==> config.mk <==
export PLATFORM = sky130hd
export DESIGN_NAME = ula_acumulador
export DESIGN_NICKNAME = d
export VERILOG_FILES = /design/src/rtl/ula_acumulador_pkg.sv /design/src/rtl/ula_comb.sv /design/src/rtl/ula_acumulador.sv
export SDC_FILE = /design/constraint.sdc
export NUM_CORES = 1
export LEC_CHECK = 0
export ABC_AREA = 1
export CORE_ASPECT_RATIO = 0.5
export CORE_MARGIN = 1.5
export CORE_UTILIZATION = 40
export CTS_BUF_LIST = sky130_fd_sc_hd__clkbuf_8 sky130_fd_sc_hd__clkbuf_16
export CTS_CLUSTER_DIAMETER = 60
export DETAILED_ROUTE_END_ITERATION = 8
export GPL_ROUTABILITY_DRIVEN = 0
export PLACE_DENSITY_LB_ADDON = 0.08
export SLEW_MARGIN = 20
export SYNTH_ARGS = -nofsm -noshare
export SYNTH_HDL_FRONTEND = slang
export SYNTH_HIERARCHICAL = 1
export SYNTH_SLANG_ARGS = --single-unit
==> constraint.sdc <==
create_clock -name CLK -period 5.07 [get_ports CLK]
set_clock_uncertainty 0.2 [all_clocks]
set_input_delay 0.7605 -clock CLK [delete_from_list [all_inputs] [get_ports CLK]]
set_output_delay 0.7605 -clock CLK [all_outputs]
set_load 0.02 [all_outputs]
==> src/rtl/ula_acumulador_pkg.sv <==
// ----------------------------------------------------------------------------
// ula_acumulador_pkg
// Shared definitions for the SAP-1 datapath and its control unit:
//   DATA_W        - datapath width
//   opcode_t      - SAP-1 instruction opcodes decoded by the control unit
//   alu_sel_t     - ALU operation select vector, bit 0 = Add ... bit 5 = NotOp
//   SEL_*         - the six legal one-hot select patterns
// ----------------------------------------------------------------------------
package ula_acumulador_pkg;

    localparam int unsigned DATA_W    = 8;
    localparam int unsigned N_ALU_OPS = 6;

    typedef enum logic [3:0] {
        OPC_ADD = 4'b0100,
        OPC_SUB = 4'b0101,
        OPC_AND = 4'b0110,
        OPC_OR  = 4'b0111,
        OPC_XOR = 4'b1000,
        OPC_NOT = 4'b1001,
        OPC_JMP = 4'b1010
    } opcode_t;

    typedef logic [N_ALU_OPS-1:0] alu_sel_t;

    localparam alu_sel_t SEL_ADD = 6'b000001;
    localparam alu_sel_t SEL_SUB = 6'b000010;
    localparam alu_sel_t SEL_AND = 6'b000100;
    localparam alu_sel_t SEL_OR  = 6'b001000;
    localparam alu_sel_t SEL_XOR = 6'b010000;
    localparam alu_sel_t SEL_NOT = 6'b100000;

    function automatic logic sel_is_onehot(input alu_sel_t s);
        return $onehot(s);
    endfunction

endpackage

==> src/rtl/ula_comb.sv <==
// ----------------------------------------------------------------------------
// ula_comb
// Purely combinational ALU operating on the registered A and B values.
//   i_a, i_b   : operands
//   i_sel      : operation select (must be one-hot, see package SEL_*)
//   o_result   : operation result, 0x00 when i_sel is not one-hot
//   o_carry    : Add carry-out / Sub no-borrow; 0 for logic ops and bad selects
//   o_onehot   : i_sel is a legal one-hot pattern
// ----------------------------------------------------------------------------
module ula_comb
    import ula_acumulador_pkg::*;
(
    input  logic [DATA_W-1:0] i_a,
    input  logic [DATA_W-1:0] i_b,
    input  alu_sel_t          i_sel,
    output logic [DATA_W-1:0] o_result,
    output logic              o_carry,
    output logic              o_onehot
);

    logic [DATA_W:0] w_sum;
    logic [DATA_W:0] w_diff;

    assign w_sum    = {1'b0, i_a} + {1'b0, i_b};
    assign w_diff   = {1'b0, i_a} - {1'b0, i_b};
    assign o_onehot = sel_is_onehot(i_sel);

    // Any pattern other than the six legal ones falls to default, which
    // covers both "no select" and "several selects".
    always_comb begin
        o_result = '0;
        o_carry  = 1'b0;
        case (i_sel)
            SEL_ADD: begin
                o_result = w_sum[DATA_W-1:0];
                o_carry  = w_sum[DATA_W];
            end
            SEL_SUB: begin
                o_result = w_diff[DATA_W-1:0];
                // Extended subtraction wraps negative exactly when A < B.
                o_carry  = ~w_diff[DATA_W];
            end
            SEL_AND: o_result = i_a & i_b;
            SEL_OR:  o_result = i_a | i_b;
            SEL_XOR: o_result = i_a ^ i_b;
            SEL_NOT: o_result = ~i_a;
            default: begin
                o_result = '0;
                o_carry  = 1'b0;
            end
        endcase
    end

endmodule

==> src/rtl/ula_acumulador.sv <==
// ----------------------------------------------------------------------------
// ula_acumulador
// SAP-1 accumulator (A), B register, ALU, bus driver and fault monitors.
//   CLK, CLR       : clock (rising edge), asynchronous active-high clear
//   bus_in         : shared data bus value
//   Eu / Ea        : drive ALU result / accumulator onto the bus
//   La / Lb        : load A / load B
//   Add..NotOp     : one-hot ALU operation selects
//   bus_out/bus_oe : bus drive value and its valid strobe
//   acc            : registered A
//   flag_z/flag_c  : zero / carry flags, updated on ALU write-back only
//   op_err         : sticky, Eu seen with a non one-hot select
//   bus_conflict   : sticky, Eu and Ea seen together
//   wb_count       : wrapping count of ALU write-backs
// ----------------------------------------------------------------------------
module ula_acumulador
    import ula_acumulador_pkg::*;
(
    input  logic              CLK,
    input  logic              CLR,
    input  logic [DATA_W-1:0] bus_in,
    input  logic              Eu,
    input  logic              Ea,
    input  logic              La,
    input  logic              Lb,
    input  logic              Add,
    input  logic              Sub,
    input  logic              AndOp,
    input  logic              OrOp,
    input  logic              XorOp,
    input  logic              NotOp,
    output logic [DATA_W-1:0] bus_out,
    output logic              bus_oe,
    output logic [DATA_W-1:0] acc,
    output logic              flag_z,
    output logic              flag_c,
    output logic              op_err,
    output logic              bus_conflict,
    output logic [DATA_W-1:0] wb_count
);

    logic [DATA_W-1:0] r_a;
    logic [DATA_W-1:0] r_b;
    logic              r_z;
    logic              r_c;
    logic              r_op_err;
    logic              r_bus_conflict;
    logic [DATA_W-1:0] r_wb_count;

    alu_sel_t          w_sel;
    logic [DATA_W-1:0] w_result;
    logic              w_carry;
    logic              w_onehot;
    logic              w_writeback;

    assign w_sel       = {NotOp, XorOp, OrOp, AndOp, Sub, Add};
    assign w_writeback = La & Eu;

    ula_comb u_ula_comb (
        .i_a      (r_a),
        .i_b      (r_b),
        .i_sel    (w_sel),
        .o_result (w_result),
        .o_carry  (w_carry),
        .o_onehot (w_onehot)
    );

    // The ALU reads the pre-edge B, so a simultaneous La/Lb computes A from
    // the old B while B captures the new bus value.
    always_ff @(posedge CLK or posedge CLR) begin
        if (CLR) begin
            r_a            <= '0;
            r_b            <= '0;
            r_z            <= 1'b0;
            r_c            <= 1'b0;
            r_op_err       <= 1'b0;
            r_bus_conflict <= 1'b0;
            r_wb_count     <= '0;
        end else begin
            if (Lb) begin
                r_b <= bus_in;
            end
            if (La) begin
                r_a <= Eu ? w_result : bus_in;
            end
            if (w_writeback) begin
                r_z        <= (w_result == '0);
                r_c        <= w_carry;
                r_wb_count <= r_wb_count + 1'b1;
            end
            if (Eu && !w_onehot) begin
                r_op_err <= 1'b1;
            end
            if (Eu && Ea) begin
                r_bus_conflict <= 1'b1;
            end
        end
    end

    always_comb begin
        bus_out = '0;
        if (Eu) begin
            bus_out = w_result;
        end else if (Ea) begin
            bus_out = r_a;
        end
    end

    assign bus_oe       = Eu | Ea;
    assign acc          = r_a;
    assign flag_z       = r_z;
    assign flag_c       = r_c;
    assign op_err       = r_op_err;
    assign bus_conflict = r_bus_conflict;
    assign wb_count     = r_wb_count;

endmodule

==> summary.md, run 1 <==
| Metric | Value |
|---|---|
| Int Pwr | 0.535 mW |
| Post-DR vias/cell | 5.15 |
| Ys async rst share | 100% |
| CP Capture Type | primary output |
| Diode count | 0 |
| TritonCTS buffer count | 3 |
| DRT iter0 DRCs | 199 |
| Post-route minimum period | 4.23 ns |
| Largest net degree at the start of global routing | 29 |
| Avg Inst Size Synth | 6.89 sq um |
| # rows | 21 |
| # IOs | 49 |
| ANT nets after route | 0 |
| Pwr Density | 262 mW/mm^2 |
| Core footprint | 0.00665 sq mm |
| EDFF count, synth | 0 |
| Design Area, Final | 0.00339 sq mm |
| Crit path arrival time | 3.27 ns |
| Synth area leader | dfrtp_1 |
| CTS hold repair buffers | 0 |
| Post-synth top flop | dfrtp_1 |
| Syn nets | 452 |
| Leakage | 1.68 nW |
| Worst skew pair latency | 0.27 ns |
| CTS Sinks | 28 |
| 1st-pass router iterations | 5 |
| Unrepaired setup endpoints after global routing | no |
| Worst VDD drop | 0.217 mV |
| Via count | 2,751 |
| Syn Inst Count | 398 |
| Htree depth | 1 |
| CP startpoint kind | input pin |
| Clock share of power | 22.6% |
| CTS resizes | 0 |
| Reg clk slew, reported paths | 0.07 ns |
| Post-Syn Area | 0.00274 sq mm |
| Outcome | completed |
| Setup Fix Bufs, Post-CTS | 0 |
| First-pass GRT wire length | 12,700 um |
| Initial antenna violation count | 0 |
| CTS tree | done |
| Nets | 497 |
| Commonest non-fill, non-tap cell in the layout | nand2_1 |
| Max_slew headroom | 59.1% |
| Placed Area | 0.00330 sq mm |
| Fin cells | 534 |
| Sw Pwr | 0.352 mW |
| Tcrit/Tclk final | 83.4% |
| WL final | 7630 um |
| Port Buffer Count | 48 |
| Top cells by area, synth | dfrtp_1, ha_1, nand2_1 |
| Area share of the largest cell type after synthesis | 25.5% |
| Effective utilization at floorplan | 41.3% |
| Reg power frac | 34.2% |
| Post-Place Cells | 530 |
| Worst hold path class | flip-flop to flip-flop |
| Post-Place Setup Slack | 0.858 ns |
| CP max FO | 8 |
| WP data required | 4.11 ns |
| Max_cap viols | 0 |
| Final Max Tran Viols | 0 |
| Routed len/inst | 14.3 um |
| GRT Util Overall | 22.0% |
| Commonest non-fill, non-tap cells in the layout | nand2_1, inv_1, clkdlybuf4s50_1, nand3_1, o21ai_0 |
| Overflow left after global routing | 0 |
| Seq cells post-synth | 28 |
| Number of global-route vias before repair | 2,584 |
| Worst-margin pin slew | 0.612 ns |
| Final WS setup | 0.840 ns |
| Post-synthesis cell type count | 36 |
| Bufs on Longest Clock Path | 2 |
| Crit path kind | input pin to primary output |
| Overall die area | 0.00739 sq mm |
| Chip height | 61.6 um |
| Register area share after synthesis | 25.5% |
| Layout area overhead | 23.4% |
| YS warnings | 6 |
| DRC | 0 |
| Root Buffer | clkbuf_16 |
| Count of final hold-check violations | 0 |
| Die span in x | 120 um |
| Fmax | 0.236 GHz |
| Share of cells above drive strength 1 | 7.47% |
| Setup TNS | 0 ns |
| Final setup fails | 0 |
| DPL Wire Length | 5930 um |
| Comb power frac | 43.2% |
| Sw Ratio | 39.7% |
[flip-flops by register name, indices dropped and copies added, names as in the netlist]
signal / count
op_err: 1
acc: 8
wb_count: 8
flag_z: 1
flag_c: 1
bus_conflict: 1
r_b: 8
[layer usage]
metal  vias up  wire length (um)  track usage [%]
li1       1348                 -                -
met5         -                 0                0
met1      1282              3750             31.2
met4         0                68             4.93
met3         7               619             3.43
met2       114              3190             36.1
[final cells by class]
| class | count | area (sq um) |
|---|---|---|
| fillers | 672 | 3260 |
| multi-input cells | 280 | 1690 |
| flip-flops and latches | 28 | 701 |
| repair buffers | 48 | 480 |
| inverters | 82 | 308 |
| well taps | 92 | 115 |
| clock buffers | 4 | 88.8 |
[power by group through the flow]
stage | clock (mW) | combinational (mW) | sequential [mW]
2_1_floorplan | 0 | 0.205 | 0.331
3_3_place_gp | 0 | 0.370 | 0.307
3_5_place_dp | 0 | 0.379 | 0.306
4_1_cts | 0.201 | 0.381 | 0.303
5_1_grt | 0.210 | 0.427 | 0.309
6_report | 0.200 | 0.383 | 0.303
[synthesized netlist by cell type, types with 4 or more instances]
| library cell | instances |
|---|---|
| nor2_1 | 25 |
| nand3_1 | 33 |
| nand2_1 | 91 |
| fa_1 | 5 |
| a21oi_1 | 12 |
| nand4_1 | 7 |
| buf_2 | 6 |
| ha_1 | 29 |
| o21ai_0 | 30 |
| o22ai_1 | 9 |
| dfrtp_1 | 28 |
| mux2_2 | 4 |
| inv_1 | 74 |
| inv_2 | 8 |
[critical path, stage by stage]
cell and delay, ns:
clkdlybuf4s50_1 0.42, inv_1 0.13, ha_1 0.34, nand4_2 0.28, o21ai_0 0.29, nor2_1 0.08
nand3_1 0.13, nand2_1 0.08, o21ai_0 0.10, clkdlybuf4s50_1 0.64
[logic make-up (layout without fill, tap and decap cells)]
group / count (synthesis) / in the layout / share of synthesized area, %
flops: 28 / 28 / 25.5
simple gates: 178 / 178 / 29.8
compound gates: 60 / 60 / 12.1
buf+inv: 90 / 134 / 12.7
xor+xnor: 4 / 4 / 1.28
mux: 4 / 4 / 1.64
fa+ha+maj: 34 / 34 / 16.9
[path summary, 6_finish.rpt]
| path | depth (start not counted) | from | slack [ns] | to |
|---|---|---|---|---|
| max reg2reg | 14 | acc[0] | 2.53 | acc[4] |
| max | 10 | Add | 0.84 | bus_out[6] |
| min reg2reg | 1 | bus_conflict | 0.27 | bus_conflict |
| min in group asynchronous | 2 | CLR | 0.68 | wb_count[6] |
| min | 1 | bus_conflict | 0.27 | bus_conflict |
| max in group asynchronous | 2 | CLR | 3.59 | r_b[5] |
[metrics by stage]
stage,utilization [%],power [mW],hold WS (ns)
CTS,50.9,0.886,0.274
detailed placement,49.6,0.685,0.254
finish,50.9,0.886,0.268
global placement,49.6,0.677,0.242
floorplan,-,0.537,0.307
global route,50.9,0.946,0.282
Note: power is estimated with default switching activity, not from simulation.
==> run 2, diff against run 1 <==
- clock period: 5.07 -> 3.6 ns (I/O delays scaled with it)
==> run 2 against run 1 <==
  * Register-to-register slack lost 1.5 ns
  * Non-clock buffer count up 11
  * Sequential share of layout area fell by 0.73 points
  * Highest routed layer unchanged
==> summary.md, run 2 (synthesized netlist as in run 1, its figures left out) <==
| Metric | Value |
|---|---|
| Int Pwr | 0.762 mW |
| Worst skew pair latency | 0.26 ns |
| Sw Pwr | 0.494 mW |
| Tcrit/Tclk final | 94.2% |
| Largest net degree at the start of global routing | 29 |
| R2r endpoint | flag_z |
| Max_slew headroom | 58.4% |
| Initial antenna violation count | 0 |
| Leakage | 1.85 nW |
| Unrepaired setup endpoints after global routing | no |
| Number of global-route vias before repair | 2,641 |
| DRT iter0 DRCs | 174 |
| Hold WS | 0.264 ns |
| Outcome | completed |
| Effective utilization at floorplan | 41.3% |
| GRT Util Overall | 21.9% |
| Diode count | 0 |
| Chip height | 61.6 um |
| Bufs on Longest Clock Path | 2 |
| Design Area, Final | 0.00351 sq mm |
| ANT nets after route | 0 |
| Port Buffer Count | 48 |
| Reg power frac | 33.8% |
| Die span in x | 120 um |
| Post-route minimum period | 3.39 ns |
| Count of final hold-check violations | 0 |
| Sw Ratio | 39.3% |
| CP Capture Type | primary output |
| Reg clk slew, reported paths | 0.07 ns |
| Layout area overhead | 28.0% |
| Fillers | 661 |
| CP startpoint kind | flip-flop |
| Total Power | 1.26 mW |
| Clock share of power | 22.2% |
| Crit path kind | flip-flop to primary output |
| Via count | 2,741 |
| WL final | 7710 um |
| CTS tree | done |
| DPL Wire Length | 6050 um |
| Reg2Reg Depth | 14 |
| Final Core Density | 52.8% |
| Post-DR vias/cell | 5.03 |
| Final Max Tran Viols | 0 |
| Nets | 508 |
| Root Buffer | clkbuf_16 |
| Worst-margin pin slew | 0.621 ns |
| Setup Fix Bufs, Post-CTS | 0 |
| Multi-input gate area | 0.00172 sq mm |
| R2R Path Start | acc[1] |
| Commonest non-fill, non-tap cell in the layout | nand2_1 |
| Worst hold stages | 1 |
| Routed len/inst | 14.1 um |
| Comb power frac | 44.0% |
| Hold Crit Endpoint | bus_conflict |
| Overall die area | 0.00739 sq mm |
| Commonest non-fill, non-tap cells in the layout | nand2_1, inv_1, clkdlybuf4s50_1, nand3_1, o21ai_0 |
| Fmax | 0.295 GHz |
| WP data required | 2.86 ns |
| 1st-pass router iterations | 5 |
| Worst hold path class | flip-flop to flip-flop |
| Worst min-delay path startpoint | bus_conflict |
| DRC | 0 |
| First-pass GRT wire length | 12,600 um |
| Max_cap viols | 0 |
| Core footprint | 0.00665 sq mm |
| Register area | 701 sq um |
| Final setup fails | 0 |
| Minimum setup slack among reg-to-reg paths | 0.98 ns |
| Worst VDD drop | 0.250 mV |
| # rows | 21 |
| TritonCTS buffer count | 3 |
| Share of cells above drive strength 1 | 10.4% |
| Crit path arrival time | 2.65 ns |
| # IOs | 49 |
| Pwr Density | 358 mW/mm^2 |
| CP max FO | 4 |
| Placed Area | 0.00338 sq mm |
| CTS Sinks | 28 |
| Htree depth | 1 |
| Setup TNS | 0 ns |
| Overflow left after global routing | 0 |
## run 2: cell count changes in the layout (fill, tap and decap cells not counted), sizes merged
cell	before	now
dlymetal6s2s	0	6
dlygate4sd2	0	2
buf	0	11
clkdlybuf4s50	48	40
## run 2: through the flow
stage	instances	worst slack, ns
final	545	0.210
after global routing	545	0.0230
after detailed placement	541	-0.0703
after CTS	545	0.0304
after global placement	541	-0.0498
after floorplan	398	0.813
## run 2: area by class of cell
type / instances / area share, %
multi-input cells: 280 / 49.1
inverters: 82 / 8.77
repair buffers: 59 / 16.4
well taps: 92 / 3.28
flip-flops and latches: 28 / 20.0
clock buffers: 4 / 2.53
## run 2: worst max-delay path by stage
stage,end,cells past startpoint,from
after floorplan,op_err,8,Add
after global placement,op_err,10,Add
after detailed placement,op_err,10,Add
after CTS,bus_out[2],11,AndOp
after global routing,bus_out[4],13,acc[0]
final,bus_out[4],13,acc[0]
## run 2: power by group through the flow
stage                     clock network (mW)  registers (mW)  logic, mW
after floorplan                            0           0.467      0.289
after global placement                     0           0.429      0.536
after detailed placement                   0           0.429      0.543
after CTS                              0.283           0.426      0.547
after global routing                   0.296           0.435      0.616
final                                  0.279           0.424      0.553
## run 2: what timing repair did
item,CTS,global route
setup endpoints to repair,5,7
hold buffers,0,0
resized for setup,4,10
gates cloned,0,0
## run 2: worst max-delay path, stage by stage (launching register included)
cell	delay, ns
dfrtp_1	0.42
inv_1	0.12
ha_1	0.15
inv_1	0.06
fa_1	0.38
nand2_1	0.11
nand2_1	0.10
and2_1	0.18
xor2_1	0.15
nand2_1	0.07
nand3_1	0.13
nand2_1	0.08
o21ai_0	0.09
dlygate4sd2_1	0.36
## run 2: layer usage
layer | wire [um] | track usage [%]
met1 | 4030 | 32.1
met2 | 3090 | 34.0
met3 | 500 | 3.52
met4 | 95 | 5.95
met5 | 0 | 0
